[src/rtl/modexp_sequencer.sv]
// Job sequencer for an external modular-exponentiation unit: accepts a job,
// screens it, loads the unit, waits for completion under a watchdog, holds the result.
module modexp_sequencer #(
  parameter int DATA_WIDTH = 8,
  parameter int TIMEOUT    = DATA_WIDTH + 4
) (
  input  logic                  clock,
  input  logic                  reset_n,
  input  logic                  in_valid,
  input  logic [DATA_WIDTH-1:0] base,
  input  logic [DATA_WIDTH-1:0] expo,
  input  logic [DATA_WIDTH-1:0] modulant,
  output logic                  in_ready,
  output logic [DATA_WIDTH-1:0] exp_a,
  output logic [DATA_WIDTH-1:0] exp_b,
  output logic [DATA_WIDTH-1:0] exp_mod,
  output logic                  exp_set,
  input  logic [DATA_WIDTH-1:0] exp_out,
  input  logic                  exp_finished,
  output logic                  out_valid,
  input  logic                  out_ready,
  output logic [DATA_WIDTH-1:0] result,
  output logic                  error
);

  localparam int CNT_W = $clog2(TIMEOUT + 1);

  typedef enum logic [1:0] {IDLE, SET, WAIT, HOLD} state_t;

  state_t                state, state_nxt;
  logic [CNT_W-1:0]      count, count_nxt;
  logic [DATA_WIDTH-1:0] a_nxt, b_nxt, mod_nxt, result_nxt;
  logic                  error_nxt;
  logic                  bad_job;

  // Even (or zero) moduli and unreduced bases are outside what the unit supports.
  assign bad_job = ~modulant[0] | (base >= modulant);

  always_ff @(posedge clock or negedge reset_n) begin
    if (!reset_n) begin
      state   <= IDLE;
      count   <= '0;
      exp_a   <= '0;
      exp_b   <= '0;
      exp_mod <= '0;
      result  <= '0;
      error   <= 1'b0;
    end else begin
      state   <= state_nxt;
      count   <= count_nxt;
      exp_a   <= a_nxt;
      exp_b   <= b_nxt;
      exp_mod <= mod_nxt;
      result  <= result_nxt;
      error   <= error_nxt;
    end
  end

  always_comb begin
    state_nxt  = state;
    count_nxt  = count;
    a_nxt      = exp_a;
    b_nxt      = exp_b;
    mod_nxt    = exp_mod;
    result_nxt = result;
    error_nxt  = error;
    in_ready   = 1'b0;
    exp_set    = 1'b0;
    out_valid  = 1'b0;

    case (state)
      IDLE: begin
        in_ready = 1'b1;
        if (in_valid) begin
          a_nxt   = base;
          b_nxt   = expo;
          mod_nxt = modulant;
          if (bad_job) begin
            result_nxt = '0;
            error_nxt  = 1'b1;
            state_nxt  = HOLD;
          end else begin
            state_nxt = SET;
          end
        end
      end

      // exp_finished is not looked at here: it may still be high from the last job.
      SET: begin
        exp_set   = 1'b1;
        count_nxt = '0;
        state_nxt = WAIT;
      end

      // Completion is tested before the watchdog so a finish on the last cycle wins.
      WAIT: begin
        if (exp_finished) begin
          result_nxt = exp_out;
          error_nxt  = 1'b0;
          state_nxt  = HOLD;
        end else begin
          count_nxt = count + 1'b1;
          if (count == CNT_W'(TIMEOUT - 1)) begin
            result_nxt = '0;
            error_nxt  = 1'b1;
            state_nxt  = HOLD;
          end
        end
      end

      HOLD: begin
        out_valid = 1'b1;
        if (out_ready) state_nxt = IDLE;
      end

      default: state_nxt = IDLE;
    endcase
  end

endmodule

[config.mk]
export PLATFORM = sky130hd
export DESIGN_NAME = modexp_sequencer
export DESIGN_NICKNAME = d
export VERILOG_FILES = /design/src/rtl/modexp_sequencer.sv
export SDC_FILE = /design/constraint.sdc
export NUM_CORES = 1
export LEC_CHECK = 0
export ABC_AREA = 1
export CORE_ASPECT_RATIO = 1.75
export CORE_MARGIN = 2
export CORE_UTILIZATION = 40
export CTS_BUF_LIST = sky130_fd_sc_hd__clkbuf_8 sky130_fd_sc_hd__clkbuf_16
export DETAILED_ROUTE_END_ITERATION = 8
export PLACE_DENSITY = 0.74
export SLEW_MARGIN = 20
export SYNTH_ARGS = -nofsm -noshare
export SYNTH_HDL_FRONTEND = slang
export SYNTH_SLANG_ARGS = --single-unit
[constraint.sdc]
create_clock -name clock -period 1.5 [get_ports clock]
set_input_delay 0.225 -clock clock [delete_from_list [all_inputs] [get_ports clock]]
set_output_delay 0.225 -clock clock [all_outputs]
set_load 0.005 [all_outputs]
==> report_table.html <==
<table>
<tr><th>Metric</th><th>Value</th></tr>
<tr><th colspan="2">Routing</th></tr>
<tr><td>Detailed-route via count</td><td>1707</td></tr>
<tr><td>Drt total wl</td><td>4.692 mm</td></tr>
<tr><td>Number of remaining DRC errors</td><td>0</td></tr>
<tr><td>Vias/cell</td><td>4.795</td></tr>
<tr><td>Antenna-violating nets left</td><td>0</td></tr>
<tr><td>Routed wire length per instance</td><td>13.18 um</td></tr>
<tr><td>Number of detailed-routing iterations run before antenna repair</td><td>4</td></tr>
<tr><td>Starting DRC count in detailed routing</td><td>41</td></tr>
<tr><th colspan="2">Yosys</th></tr>
<tr><td>Synth cell count leaders</td><td>sky130_fd_sc_hd__nand2_1, sky130_fd_sc_hd__dfrtp_1, sky130_fd_sc_hd__inv_1, sky130_fd_sc_hd__nor2_1, sky130_fd_sc_hd__mux2_2</td></tr>
<tr><td>Synth area leader</td><td>sky130_fd_sc_hd__dfrtp_1</td></tr>
<tr><td>Total of flip-flops plus latches after synthesis</td><td>39</td></tr>
<tr><td>Per-instance average area after synthesis</td><td>9.369 um^2</td></tr>
<tr><td>Post-synthesis async set-or-reset flop share</td><td>100.0%</td></tr>
<tr><td>EDFF count, synth</td><td>0</td></tr>
<tr><td>Synth top area share</td><td>50.32%</td></tr>
<tr><td>Synthesized net count</td><td>257</td></tr>
<tr><td>Cell with the most instances after synthesis</td><td>sky130_fd_sc_hd__nand2_1</td></tr>
<tr><td>Yosys synthesis warning count</td><td>0</td></tr>
<tr><td>Seq/Total Area, Yosys</td><td>50.32%</td></tr>
<tr><td>Cells after synthesis</td><td>207</td></tr>
<tr><td>Netlist area before placement</td><td>0.001939 mm^2</td></tr>
<tr><td>Count of unique library cells instantiated by Yosys</td><td>18</td></tr>
<tr><td>Cells taking the most area after synthesis</td><td>sky130_fd_sc_hd__dfrtp_1, sky130_fd_sc_hd__nand2_1, sky130_fd_sc_hd__mux2_2, sky130_fd_sc_hd__ha_1, sky130_fd_sc_hd__inv_1</td></tr>
<tr><td>Dominant synthesized flop cell</td><td>sky130_fd_sc_hd__dfrtp_1</td></tr>
<tr><th colspan="2">Clock network</th></tr>
<tr><td>TritonCTS clock tree</td><td>built</td></tr>
<tr><td>Clk Latency, worst-skew pair</td><td>0.29 ns</td></tr>
<tr><td>Inserted Clock Buffers</td><td>5</td></tr>
<tr><td>Maximum root-to-sink buffer count</td><td>2</td></tr>
<tr><td>CTS Root Cell</td><td>sky130_fd_sc_hd__clkbuf_8</td></tr>
<tr><td>Clock-pin slew on the worst setup and hold paths</td><td>0.08 ns</td></tr>
<tr><td>Sinks on the clock net</td><td>39</td></tr>
<tr><td>Clock H-tree levels</td><td>2</td></tr>
<tr><th colspan="2">Floorplanning</th></tr>
<tr><td>Top Ports</td><td>73</td></tr>
<tr><td>Die Span Y</td><td>96.11 um</td></tr>
<tr><td>Total number of placement rows</td><td>33</td></tr>
<tr><td>Die area</td><td>0.005443 mm^2</td></tr>
<tr><td>Floorplan core area</td><td>0.004666 mm^2</td></tr>
<tr><td>Initial standard-cell utilization of the core</td><td>41.57%</td></tr>
<tr><td>Die Wd</td><td>56.64 um</td></tr>
<tr><th colspan="2">Power and ir drop</th></tr>
<tr><td>Portion of total power attributed to the clock network</td><td>17.2%</td></tr>
<tr><td>Power share of the combinational group</td><td>51.9%</td></tr>
<tr><td>Sw Ratio</td><td>32.74%</td></tr>
<tr><td>Power share of the sequential group</td><td>30.9%</td></tr>
<tr><td>Total leakage power</td><td>1.526 nW</td></tr>
<tr><td>Net switching power figure</td><td>1.952 mW</td></tr>
<tr><td>Worst IR Drop VDD</td><td>0.001401 V</td></tr>
<tr><td>Power per cell area</td><td>1872 mW/mm^2</td></tr>
<tr><td>Internal power summed over all cells</td><td>4.010 mW</td></tr>
<tr><th colspan="2">Global route</th></tr>
<tr><td>Vias in the first global route</td><td>1640</td></tr>
<tr><td>First-pass GRT wire length</td><td>7.369 mm</td></tr>
<tr><td>Gr ovfl total</td><td>0</td></tr>
<tr><td>Maximum number of pins on one net before global-route repair</td><td>27</td></tr>
<tr><td>Number of antenna violations at the first check in global routing</td><td>0</td></tr>
<tr><td>Overall Global Routing Usage</td><td>17.90%</td></tr>
<tr><th colspan="2">Critical path</th></tr>
<tr><td>CP Capture Type</td><td>primary output</td></tr>
<tr><td>CP Class</td><td>reg2out</td></tr>
<tr><td>Required time worst endpoint</td><td>1.27 ns</td></tr>
<tr><td>Crit path max fanout</td><td>3</td></tr>
<tr><td>Worst path arrival time</td><td>1.31 ns</td></tr>
<tr><td>Critical Path Start Type</td><td>flop</td></tr>
<tr><th colspan="2">Flow run</th></tr>
<tr><td>Max cap viols</td><td>0</td></tr>
<tr><th colspan="2">Finish</th></tr>
<tr><td>Final net count</td><td>353</td></tr>
<tr><td>Fraction of layout cells with a size suffix above 1</td><td>29.61%</td></tr>
<tr><td>Number of inserted filler cells in the final layout</td><td>367</td></tr>
<tr><td>Diodes inserted</td><td>0</td></tr>
<tr><td>Core utilization of the finished layout</td><td>68.28%</td></tr>
<tr><td>Area growth, synth to finish</td><td>64.26%</td></tr>
<tr><td>Design area</td><td>0.003186 mm^2</td></tr>
<tr><th colspan="2">Timing</th></tr>
<tr><td>Final clock period utilization by the worst path</td><td>102.5%</td></tr>
<tr><td>Highest clock rate</td><td>650.6 MHz</td></tr>
<tr><td>Worst max-slew margin expressed relative to the limit</td><td>70.22%</td></tr>
<tr><td>Worst Max-Slew Pin Slew</td><td>0.4466 ns</td></tr>
<tr><td>RSZ-0062 raised after global routing</td><td>yes</td></tr>
<tr><td>Final setup TNS</td><td>-0.06879 ns</td></tr>
<tr><td>Count of endpoints failing hold in the final timing report</td><td>0</td></tr>
<tr><td>Least setup slack across all paths after layout</td><td>-0.03714 ns</td></tr>
<tr><td>Fin Clk Skew</td><td>0.003987 ns</td></tr>
<tr><td>Setup Viol. Count Final</td><td>4</td></tr>
<tr><td>Time the final worst path needs with I/O delays and setup</td><td>1.537 ns</td></tr>
<tr><td>Number of max-slew violations in the final report</td><td>0</td></tr>
<tr><th colspan="2">Placed design</th></tr>
<tr><td>Detailed-placement wirelength estimate</td><td>3.295 mm</td></tr>
<tr><td>Count of input and output buffers</td><td>72</td></tr>
<tr><td>Routability congestion estimate from global placement</td><td>0.7710</td></tr>
<tr><td>Post-detailed-placement cell area</td><td>0.002801 mm^2</td></tr>
<tr><th colspan="2">Status</th></tr>
<tr><td>Violated checks</td><td>setup timing</td></tr>
<tr><td>Result of the run</td><td>finished, violations left</td></tr>
<tr><th colspan="2">Hold path</th></tr>
<tr><td>Classification of the worst-slack hold path</td><td>in2reg</td></tr>
</table>
==> what timing repair did <==
action,CTS,global route
gates resized for setup,44,27
hold buffers,1,0
cloned,2,0
buffers inserted,4,2
endpoints found under the setup margin,13,16
endpoints found under the hold margin,18,0
pin swaps,17,18
==> final cells by class <==
class | instances | area, um^2 | share of cell area [%]
Inverter | 22 | 85.08 | 2.671
Clock inverter | 3 | 63.81 | 2.003
Clock buffer | 5 | 68.82 | 2.160
Tap cell | 52 | 65.06 | 2.042
Timing Repair Buffer | 92 | 899.6 | 28.24
Multi-Input combinational cell | 143 | 1027 | 32.25
Sequential cell | 39 | 975.9 | 30.64
==> path summary, 6_finish.rpt <==
check / start / endpoint / slack [ns] / cells past startpoint
min in group asynchronous: reset_n / exp_b[2] / 0.42 / 2
worst min register to register: result[2] / result[2] / 0.49 / 2
worst max register to register: state[1] / result[1] / -0.03 / 10
max in group asynchronous: reset_n / exp_mod[3] / 0.61 / 3
worst max-delay path: state[1] / exp_set / -0.04 / 5
worst min-delay path: base[2] / exp_a[2] / 0.24 / 2
==> state kept, by name, indices dropped and copies added (netlist names) <==
signal   count
count        4
result       8
exp_a        8
error        1
exp_b        8
exp_mod      8
state        2
==> worst max-delay path, cell delays in order, from the launching register on <==
cell	delay [ns]
sky130_fd_sc_hd__dfrtp_1	0.42
sky130_fd_sc_hd__inv_2	0.08
sky130_fd_sc_hd__buf_4	0.13
sky130_fd_sc_hd__buf_4	0.13
sky130_fd_sc_hd__ha_4	0.16
sky130_fd_sc_hd__buf_6	0.11
==> power by group through the flow <==
stage	logic [mW]	clock network (mW)	registers [mW]
3_3_place_gp	2.57	0	1.82
4_1_cts	2.92	1.04	1.83
2_1_floorplan	1.11	0	1.86
5_1_grt	3.34	1.09	1.90
6_report	3.10	1.03	1.84
3_5_place_dp	2.63	0	1.84
==> placed cells by master, fill, tap and decap left out, drive strengths merged <==
| master | netlist | routed |
|---|---|---|
| nor2 | 19 | 19 |
| ha | 13 | 13 |
| dlygate4sd3 | 0 | 1 |
| dlygate4sd2 | 0 | 8 |
| clkbuf | 1 | 7 |
| nand2 | 64 | 66 |
| o211ai | 2 | 2 |
| clkdlybuf4s50 | 0 | 56 |
| dfrtp | 39 | 39 |
| dlymetal6s2s | 0 | 4 |
| o31ai | 1 | 1 |
| o21ai | 11 | 11 |
| bufinv | 0 | 2 |
| mux2 | 16 | 16 |
| inv | 22 | 23 |
| buf | 4 | 21 |
| nand3 | 14 | 14 |
| nand3b | 1 | 1 |
==> kinds of logic (layout without fill, tap and decap cells) <==
group | count (synthesis) | in the layout | share of synthesized area, %
multiplexers | 16 | 16 | 9.290
adder cells (fa/ha/maj) | 13 | 13 | 8.387
AND/OR/NAND/NOR | 98 | 100 | 21.61
flip-flops | 39 | 39 | 50.32
buffers and inverters | 27 | 122 | 6.387
AO/OA/AOI/OAI | 14 | 14 | 4.000
==> routing by layer <==
layer / vias up / global-route usage [%] / part of all wire [%]
li1: 852 / - / -
met1: 797 / 17.77 / 37
met2: 52 / 34.30 / 57
met3: 6 / 4.167 / 4.8
met4: 0 / 8.333 / 1.8
met5: - / 0 / 0
==> per-stage QoR <==
| step | worst slack (ns) | power [mW] | instances | hold WS, ns |
|---|---|---|---|---|
| after floorplan | 0.02820 | 2.970 | 207 | -0.07059 |
| after global placement | -0.4084 | 4.392 | 339 | 0.1978 |
| after detailed placement | -0.4341 | 4.466 | 339 | 0.2026 |
| after CTS | -0.01855 | 5.795 | 354 | 0.3367 |
| after global routing | -0.08017 | 6.327 | 356 | 0.2320 |
| final | -0.03714 | 5.962 | 356 | 0.2357 |
No activity file was read; power rests on OpenSTA's default activity.
